File: src/rtl/wave_sequencer_pkg.sv
// Shared constants and types for the wave sequencer: state encoding,
// Q0.7 sample landmarks and default configuration widths.
package wave_sequencer_pkg;

  localparam int N_FRAC_DEF     = 7;
  localparam int PRESCALE_W_DEF = 16;
  localparam int BURST_W_DEF    = 8;
  localparam int SAMPLE_W_DEF   = N_FRAC_DEF + 1;

  localparam logic [SAMPLE_W_DEF-1:0] SAMPLE_MIN       = 8'h80;
  localparam logic [SAMPLE_W_DEF-1:0] SAMPLE_ONE       = 8'h7F;
  localparam logic [SAMPLE_W_DEF-1:0] SAMPLE_MINUS_ONE = 8'h81;

  typedef enum logic [1:0] {
    ST_IDLE     = 2'd0,
    ST_RUN      = 2'd1,
    ST_STOPPING = 2'd2
  } seq_state_t;

endpackage

File: src/rtl/wave_sequencer_strobe_prescaler.sv
// Reloadable down-counter that emits a tick whenever it reaches zero while enabled.
module wave_sequencer_strobe_prescaler #(
  parameter int W = 16
) (
  input  logic         clk_i,
  input  logic         rst_i,
  input  logic         load,
  input  logic         enable,
  input  logic [W-1:0] reload,
  output logic         tick
);

  logic [W-1:0] cnt_reg;

  assign tick = enable && (cnt_reg == '0);

  always_ff @(posedge clk_i) begin
    if (rst_i) begin
      cnt_reg <= '0;
    end else if (load) begin
      cnt_reg <= reload;
    end else if (enable) begin
      if (cnt_reg == '0) cnt_reg <= reload;
      else               cnt_reg <= cnt_reg - W'(1);
    end
  end

endmodule

File: src/rtl/wave_sequencer.sv
// Sequencing controller: paced sawtooth phase counter with double-buffered
// configuration that only changes at period boundaries.
module wave_sequencer
  import wave_sequencer_pkg::*;
#(
  parameter int N_FRAC     = N_FRAC_DEF,
  parameter int PRESCALE_W = PRESCALE_W_DEF,
  parameter int BURST_W    = BURST_W_DEF
) (
  input  logic                  clk_i,
  input  logic                  rst_i,
  input  logic                  start_i,
  input  logic                  stop_i,
  input  logic                  cfg_valid_i,
  output logic                  cfg_ready_o,
  input  logic [PRESCALE_W-1:0] cfg_prescale_i,
  input  logic [N_FRAC-1:0]     cfg_increment_i,
  input  logic [N_FRAC:0]       cfg_threshold_i,
  input  logic [BURST_W-1:0]    cfg_burst_len_i,
  output logic [N_FRAC:0]       counter_value_o,
  output logic                  counter_value_valid_strobe_o,
  output logic [N_FRAC:0]       threshold_o,
  output logic                  period_wrap_strobe_o,
  output logic                  done_strobe_o,
  output logic                  busy_o
);

  localparam int SW = N_FRAC + 1;
  localparam logic [SW-1:0] START_VAL = {1'b1, {N_FRAC{1'b0}}};

  seq_state_t state_reg, state_next;

  logic [PRESCALE_W-1:0] act_prescale_reg, pend_prescale_reg;
  logic [N_FRAC-1:0]     act_inc_reg, pend_inc_reg;
  logic [SW-1:0]         act_thr_reg, pend_thr_reg;
  logic [BURST_W-1:0]    act_burst_reg, pend_burst_reg;
  logic                  pend_valid_reg;

  logic [SW-1:0]      counter_reg;
  logic [BURST_W-1:0] period_cnt_reg;
  logic               strobe_reg, wrap_reg, done_reg;

  logic               tick, wrap, burst_end, go_start, cfg_fire;
  logic [SW-1:0]      counter_sum;
  logic [BURST_W-1:0] period_inc;

  wave_sequencer_strobe_prescaler #(.W(PRESCALE_W)) u_prescaler (
    .clk_i  (clk_i),
    .rst_i  (rst_i),
    .load   (go_start),
    .enable (state_reg != ST_IDLE),
    .reload (act_prescale_reg),
    .tick   (tick)
  );

  assign cfg_fire    = cfg_valid_i && !pend_valid_reg;
  assign counter_sum = counter_reg + {1'b0, act_inc_reg};
  // A period ends when the phase crosses from the top half back to the most negative value.
  assign wrap        = tick && !counter_reg[SW-1] && counter_sum[SW-1];
  assign period_inc  = period_cnt_reg + BURST_W'(1);
  assign burst_end   = (act_burst_reg != '0) && (period_inc == act_burst_reg);

  always_comb begin
    state_next = state_reg;
    go_start   = 1'b0;
    case (state_reg)
      ST_IDLE: begin
        if (start_i) begin
          state_next = ST_RUN;
          go_start   = 1'b1;
        end
      end
      ST_RUN: begin
        if (wrap && burst_end) state_next = ST_IDLE;
        else if (stop_i)       state_next = ST_STOPPING;
      end
      ST_STOPPING: begin
        if (wrap) state_next = ST_IDLE;
      end
      default: state_next = ST_IDLE;
    endcase
  end

  always_ff @(posedge clk_i) begin
    if (rst_i) begin
      state_reg      <= ST_IDLE;
      counter_reg    <= '0;
      period_cnt_reg <= '0;
      strobe_reg     <= 1'b0;
      wrap_reg       <= 1'b0;
      done_reg       <= 1'b0;
    end else begin
      state_reg  <= state_next;
      strobe_reg <= tick;
      wrap_reg   <= wrap;
      // Done trails the final wrap strobe by one cycle.
      done_reg   <= wrap_reg && (state_reg == ST_IDLE);
      if (go_start) begin
        counter_reg    <= START_VAL;
        period_cnt_reg <= '0;
      end else if (tick) begin
        counter_reg <= counter_sum;
        if (wrap && (period_cnt_reg != '1)) period_cnt_reg <= period_inc;
      end
    end
  end

  always_ff @(posedge clk_i) begin
    if (rst_i) begin
      act_prescale_reg  <= '0;
      act_inc_reg       <= N_FRAC'(1);
      act_thr_reg       <= '0;
      act_burst_reg     <= '0;
      pend_valid_reg    <= 1'b0;
      pend_prescale_reg <= '0;
      pend_inc_reg      <= '0;
      pend_thr_reg      <= '0;
      pend_burst_reg    <= '0;
    end else begin
      if (cfg_fire && (state_reg == ST_IDLE)) begin
        act_prescale_reg <= cfg_prescale_i;
        act_inc_reg      <= cfg_increment_i;
        act_thr_reg      <= cfg_threshold_i;
        act_burst_reg    <= cfg_burst_len_i;
      end else if (cfg_fire) begin
        pend_valid_reg    <= 1'b1;
        pend_prescale_reg <= cfg_prescale_i;
        pend_inc_reg      <= cfg_increment_i;
        pend_thr_reg      <= cfg_threshold_i;
        pend_burst_reg    <= cfg_burst_len_i;
      end
      if (wrap && pend_valid_reg) begin
        act_prescale_reg <= pend_prescale_reg;
        act_inc_reg      <= pend_inc_reg;
        act_thr_reg      <= pend_thr_reg;
        act_burst_reg    <= pend_burst_reg;
        pend_valid_reg   <= 1'b0;
      end
    end
  end

  assign cfg_ready_o                  = !pend_valid_reg;
  assign counter_value_o              = counter_reg;
  assign counter_value_valid_strobe_o = strobe_reg;
  assign threshold_o                  = act_thr_reg;
  assign period_wrap_strobe_o         = wrap_reg;
  assign done_strobe_o                = done_reg;
  assign busy_o                       = (state_reg != ST_IDLE);

endmodule

File: config.mk
export PLATFORM = sky130hd
export DESIGN_NAME = wave_sequencer
export DESIGN_NICKNAME = d
export VERILOG_FILES = /design/src/rtl/wave_sequencer_pkg.sv /design/src/rtl/wave_sequencer_strobe_prescaler.sv /design/src/rtl/wave_sequencer.sv
export SDC_FILE = /design/constraint.sdc
export NUM_CORES = 1
export LEC_CHECK = 0
export ABC_AREA = 1
export ABC_CLOCK_PERIOD_IN_PS = 1600
export CAP_MARGIN = 20
export CORE_ASPECT_RATIO = 0.5
export CORE_MARGIN = 10
export CORE_UTILIZATION = 50
export CTS_CLUSTER_DIAMETER = 120
export DETAILED_ROUTE_END_ITERATION = 12
export PLACE_DENSITY_LB_ADDON = 0.1
export SETUP_SLACK_MARGIN = 0.05
export SYNTH_ARGS = -nofsm -noshare
export SYNTH_HDL_FRONTEND = slang
export SYNTH_SLANG_ARGS = --single-unit
File: constraint.sdc
create_clock -name clk_i -period 1.6 [get_ports clk_i]
set_input_delay 0.16 -clock clk_i [delete_from_list [all_inputs] [get_ports clk_i]]
set_output_delay 0.16 -clock clk_i [all_outputs]
set_load 0.005 [all_outputs]
==> reports/summary.txt <==
Die width -> 169.3 um
Total power divided by cell area -> 1123 nW/um^2
Biggest area consumer among synthesized cells -> sky130_fd_sc_hd__dfxtp_1
Final Worst Setup Slack -> -0.3077 ns
Total leakage power -> 3.566 nW
Worst-case headroom to the max-slew limit -> 74.16%
Final Slew Violations -> 0
CP endpoint kind -> register
Number of antenna violations at the first check in global routing -> 0
Crit start category -> register
YS warnings -> 0
GR met1 Demand/Resource -> 28.83%
Net count of the finished layout -> 1,017
Final Non-Filler Cells -> 1,120
Worst hold path startpoint -> cfg_threshold_i[4]
Maximum number of pins on one net before global-route repair -> 55
Number of antenna diodes -> 0
# placed instances -> 1,061
Critical path startpoint -> u_prescaler.cnt_reg[13]
Congestion Overflow GR -> 0
Peak supply drop -> 0.0006154 V
Power share of the combinational group -> 25.5%
Period utilisation layout -> 119.2%
Clock tree skew after final layout -> 0.007756 ns
Total wirelength of the detailed-routed design -> 19.32 mm
Run status -> complete, but fails checks
Arrival time at the worst endpoint -> 2.26 ns
Final number of setup-violating endpoints -> 68
Class of the most critical setup path -> reg2reg
Vias in the first global route -> 5,778
Area added between synthesis and finish -> 52.25%
Switching power as a share of total power -> 32.26%
Violated checks -> negative setup slack
Via count -> 6,292
Pre-CTS WS -> -0.2069 ns
GR met2 Demand/Resource -> 34.88%
Post-Synthesis Cells -> 804
Fraction of the yosys area taken by sequential cells -> 41.69%
Cell at the root of the clock tree -> sky130_fd_sc_hd__clkbuf_16
Global-route wire length before repair -> 28.61 mm
CTS HTree Levels -> 4
Iter 0 DRT Violations -> 691
Number of routed nets with antenna violations -> 0
HPWL Detailed -> 11.44 mm
Flops & latches, synth -> 116
Most used routing layer -> met2
Clock edge transition at the registers on the reported setup and hold paths -> 0.06 ns
Total iterations of the first detailed-routing run -> 5
Number of enable flip-flop cells after synthesis -> 0
Hold buffers post-CTS -> 0
Cell row count -> 27
Clock latency on the worst-skew pair -> 0.42 ns
DRC Markers -> 0
FF-to-FF setup slack -> -0.31 ns
Summed instance area of the synthesized netlist -> 5570 sq um
Maximum clock path buffer count -> 2
Leading post-synthesis cells by cell area -> sky130_fd_sc_hd__dfxtp_1, sky130_fd_sc_hd__nor2_1, sky130_fd_sc_hd__nand2_1, sky130_fd_sc_hd__o21ai_0, sky130_fd_sc_hd__inv_1
Pint -> 6.452 mW
Share of post-route cells with drive strength above 1 -> 30.77%
Met3 capacity usage during global routing -> 5.307%
# Max-Cap Violations -> 0
Hold path endpoint -> pend_thr_reg[4]
Input/output buffers -> 64
Leading cell type by number of instances after synthesis -> sky130_fd_sc_hd__nor2_1
Initial cell density of the core -> 50.89%
Average cell area after synthesis -> 6.928 sq um
Main flop type after synthesis -> sky130_fd_sc_hd__dfxtp_1
I/O pin count -> 65
Overall fraction of global-route tracks in use -> 21.81%
Class of the tightest hold or removal check -> in2reg
Transition time at the pin with the least slew margin -> 0.3872 ns
Top fanout value on the critical path -> 8
Required time of the critical path -> 1.95 ns
Vias per cell -> 5.618
Core footprint -> 10,950 sq um
Minimum clock period after layout -> 1.908 ns
Worst R2R Path Depth -> 10
Synth top area share -> 41.69%
CTS tree -> yes
# fillers -> 765
RePlAce Congestion -> 0.9051
WL/cell -> 17.25 um
Flop pwr share -> 35.2%
Final Hold Vio Count -> 0
Cell depth of the worst min-delay path -> 3
Chip height -> 94.64 um
Max frequency -> 0.5242 GHz
Async set-reset flop share out of synthesis -> 0%
Total Negative Setup Slacks -> -10.82 ns
RR Startpoint -> u_prescaler.cnt_reg[13]
Capturing point of the worst reg2reg path -> act_inc_reg[6]
Unrepaired setup endpoints after global routing -> yes
Hold slack -> 0.3899 ns
Power share of the clock group -> 39.3%
Number of library cell types mapped by synthesis -> 32
Cell types with the highest counts after synthesis -> sky130_fd_sc_hd__nor2_1, sky130_fd_sc_hd__nand2_1, sky130_fd_sc_hd__dfxtp_1, sky130_fd_sc_hd__o21ai_0, sky130_fd_sc_hd__inv_1
Switching Power -> 3.073 mW
CTS buffer count -> 17
Clock sink count -> 116
Number of nets in the synthesized netlist -> 859
DIE AREA -> 16,020 sq um
## cell usage in the layout, fill, tap and decap left out, types with 3 or more instances in the layout
| cell type | count |
|---|---|
| sky130_fd_sc_hd__dfxtp_4 | 3 |
| sky130_fd_sc_hd__a21oi_4 | 4 |
| sky130_fd_sc_hd__o21ai_2 | 13 |
| sky130_fd_sc_hd__dfxtp_2 | 22 |
| sky130_fd_sc_hd__nor2_2 | 21 |
| sky130_fd_sc_hd__o21ai_0 | 80 |
| sky130_fd_sc_hd__buf_4 | 94 |
| sky130_fd_sc_hd__inv_6 | 5 |
| sky130_fd_sc_hd__dfxtp_1 | 91 |
| sky130_fd_sc_hd__nor2_4 | 6 |
| sky130_fd_sc_hd__xor2_1 | 6 |
| sky130_fd_sc_hd__inv_1 | 53 |
| sky130_fd_sc_hd__inv_2 | 12 |
| sky130_fd_sc_hd__a21oi_2 | 11 |
| sky130_fd_sc_hd__nand2_4 | 4 |
| sky130_fd_sc_hd__nand2_2 | 18 |
| sky130_fd_sc_hd__xnor2_1 | 5 |
| sky130_fd_sc_hd__ha_4 | 9 |
| sky130_fd_sc_hd__nor2_1 | 132 |
| sky130_fd_sc_hd__clkinv_4 | 7 |
| sky130_fd_sc_hd__nand3_2 | 9 |
| sky130_fd_sc_hd__o21ai_4 | 3 |
| sky130_fd_sc_hd__o21ai_1 | 13 |
| sky130_fd_sc_hd__nand4_1 | 6 |
| sky130_fd_sc_hd__buf_6 | 11 |
| sky130_fd_sc_hd__a31oi_1 | 22 |
| sky130_fd_sc_hd__nand3_1 | 14 |
| sky130_fd_sc_hd__o21a_1 | 20 |
| sky130_fd_sc_hd__buf_12 | 5 |
| sky130_fd_sc_hd__o211ai_1 | 9 |
| sky130_fd_sc_hd__dlygate4sd2_1 | 6 |
| sky130_fd_sc_hd__clkdlybuf4s50_1 | 57 |
| sky130_fd_sc_hd__a21oi_1 | 22 |
| sky130_fd_sc_hd__clkbuf_16 | 20 |
| sky130_fd_sc_hd__nand2_1 | 133 |
## through the flow
stage	power, mW	utilization [%]	area [sq um]
after floorplan	4.405	-	5692
after global placement	5.165	64.03	7008
after detailed placement	5.210	64.03	7008
after CTS	9.135	72.34	7918
after global routing	9.907	77.48	8481
final	9.526	77.48	8481
## critical path, cell delays in order, from the launching register on
cell and delay, ns:
sky130_fd_sc_hd__dfxtp_1 0.36, sky130_fd_sc_hd__nor2_2 0.21, sky130_fd_sc_hd__nand2_1 0.14, sky130_fd_sc_hd__inv_1 0.12, sky130_fd_sc_hd__nand4_4 0.12, sky130_fd_sc_hd__inv_2 0.12, sky130_fd_sc_hd__nand4_4 0.10, sky130_fd_sc_hd__buf_12 0.19
sky130_fd_sc_hd__buf_12 0.14, sky130_fd_sc_hd__a31oi_1 0.16, sky130_fd_sc_hd__o21a_1 0.18
## metal layers
metal | share of wire [%] | wire length, um | vias to the layer above
li1 | - | - | 2950
met1 | 44 | 8443 | 3002
met2 | 46 | 8855 | 290
met3 | 8.5 | 1640 | 50
met4 | 2.0 | 385 | 0
met5 | 0 | 0 | -
## power by group through the flow
stage	combinational, mW	clock, mW	sequential [mW]
finish	2.43	3.74	3.36
global route	2.62	3.90	3.38
CTS	2.07	3.74	3.32
detailed placement	1.84	0	3.37
global placement	1.80	0	3.36
floorplan	1.06	0	3.34
## worst max path at each step
stage	cells after the start	slack (ns)	end
finish	10	-0.31	act_inc_reg[6]
global placement	10	-0.17	counter_value_o[6]
global route	10	-0.40	act_prescale_reg[4]
detailed placement	10	-0.21	counter_value_o[6]
floorplan	10	-0.02	act_inc_reg[5]
CTS	9	-0.16	act_inc_reg[6]
## kinds of logic (layout without fill, tap and decap cells)
logic type	count (synthesis)	count (layout)	synth area share, %
xor gates and xnor gates	13	13	2.044
buffers and inverters	111	281	8.086
and+or+nand+nor	351	351	25.31
DFF	116	116	41.69
AOI/OAI and AO/OA	202	203	20.26
adders and majority gates	11	11	2.606
## layout make-up
type                            instances  area [sq um]  area share, %
Clock buffer                           17         425.4          5.016
Clock inverter                         15         148.9          1.756
Inverter                               69         287.8          3.393
Multi-Input combinational cell        578          3378          39.83
Sequential cell                       116          2361          27.84
Tap cell                              145         181.4          2.139
Timing Repair Buffer                  180          1698          20.02
## timing repair
item / in CTS / in global routing
resized for setup: 68 / 139
pin swaps: 21 / 42
gates cloned: 2 / 3
endpoints found under the setup margin: 71 / 93
setup buffers: 13 / 12
Power figures use the tool's default switching activity.
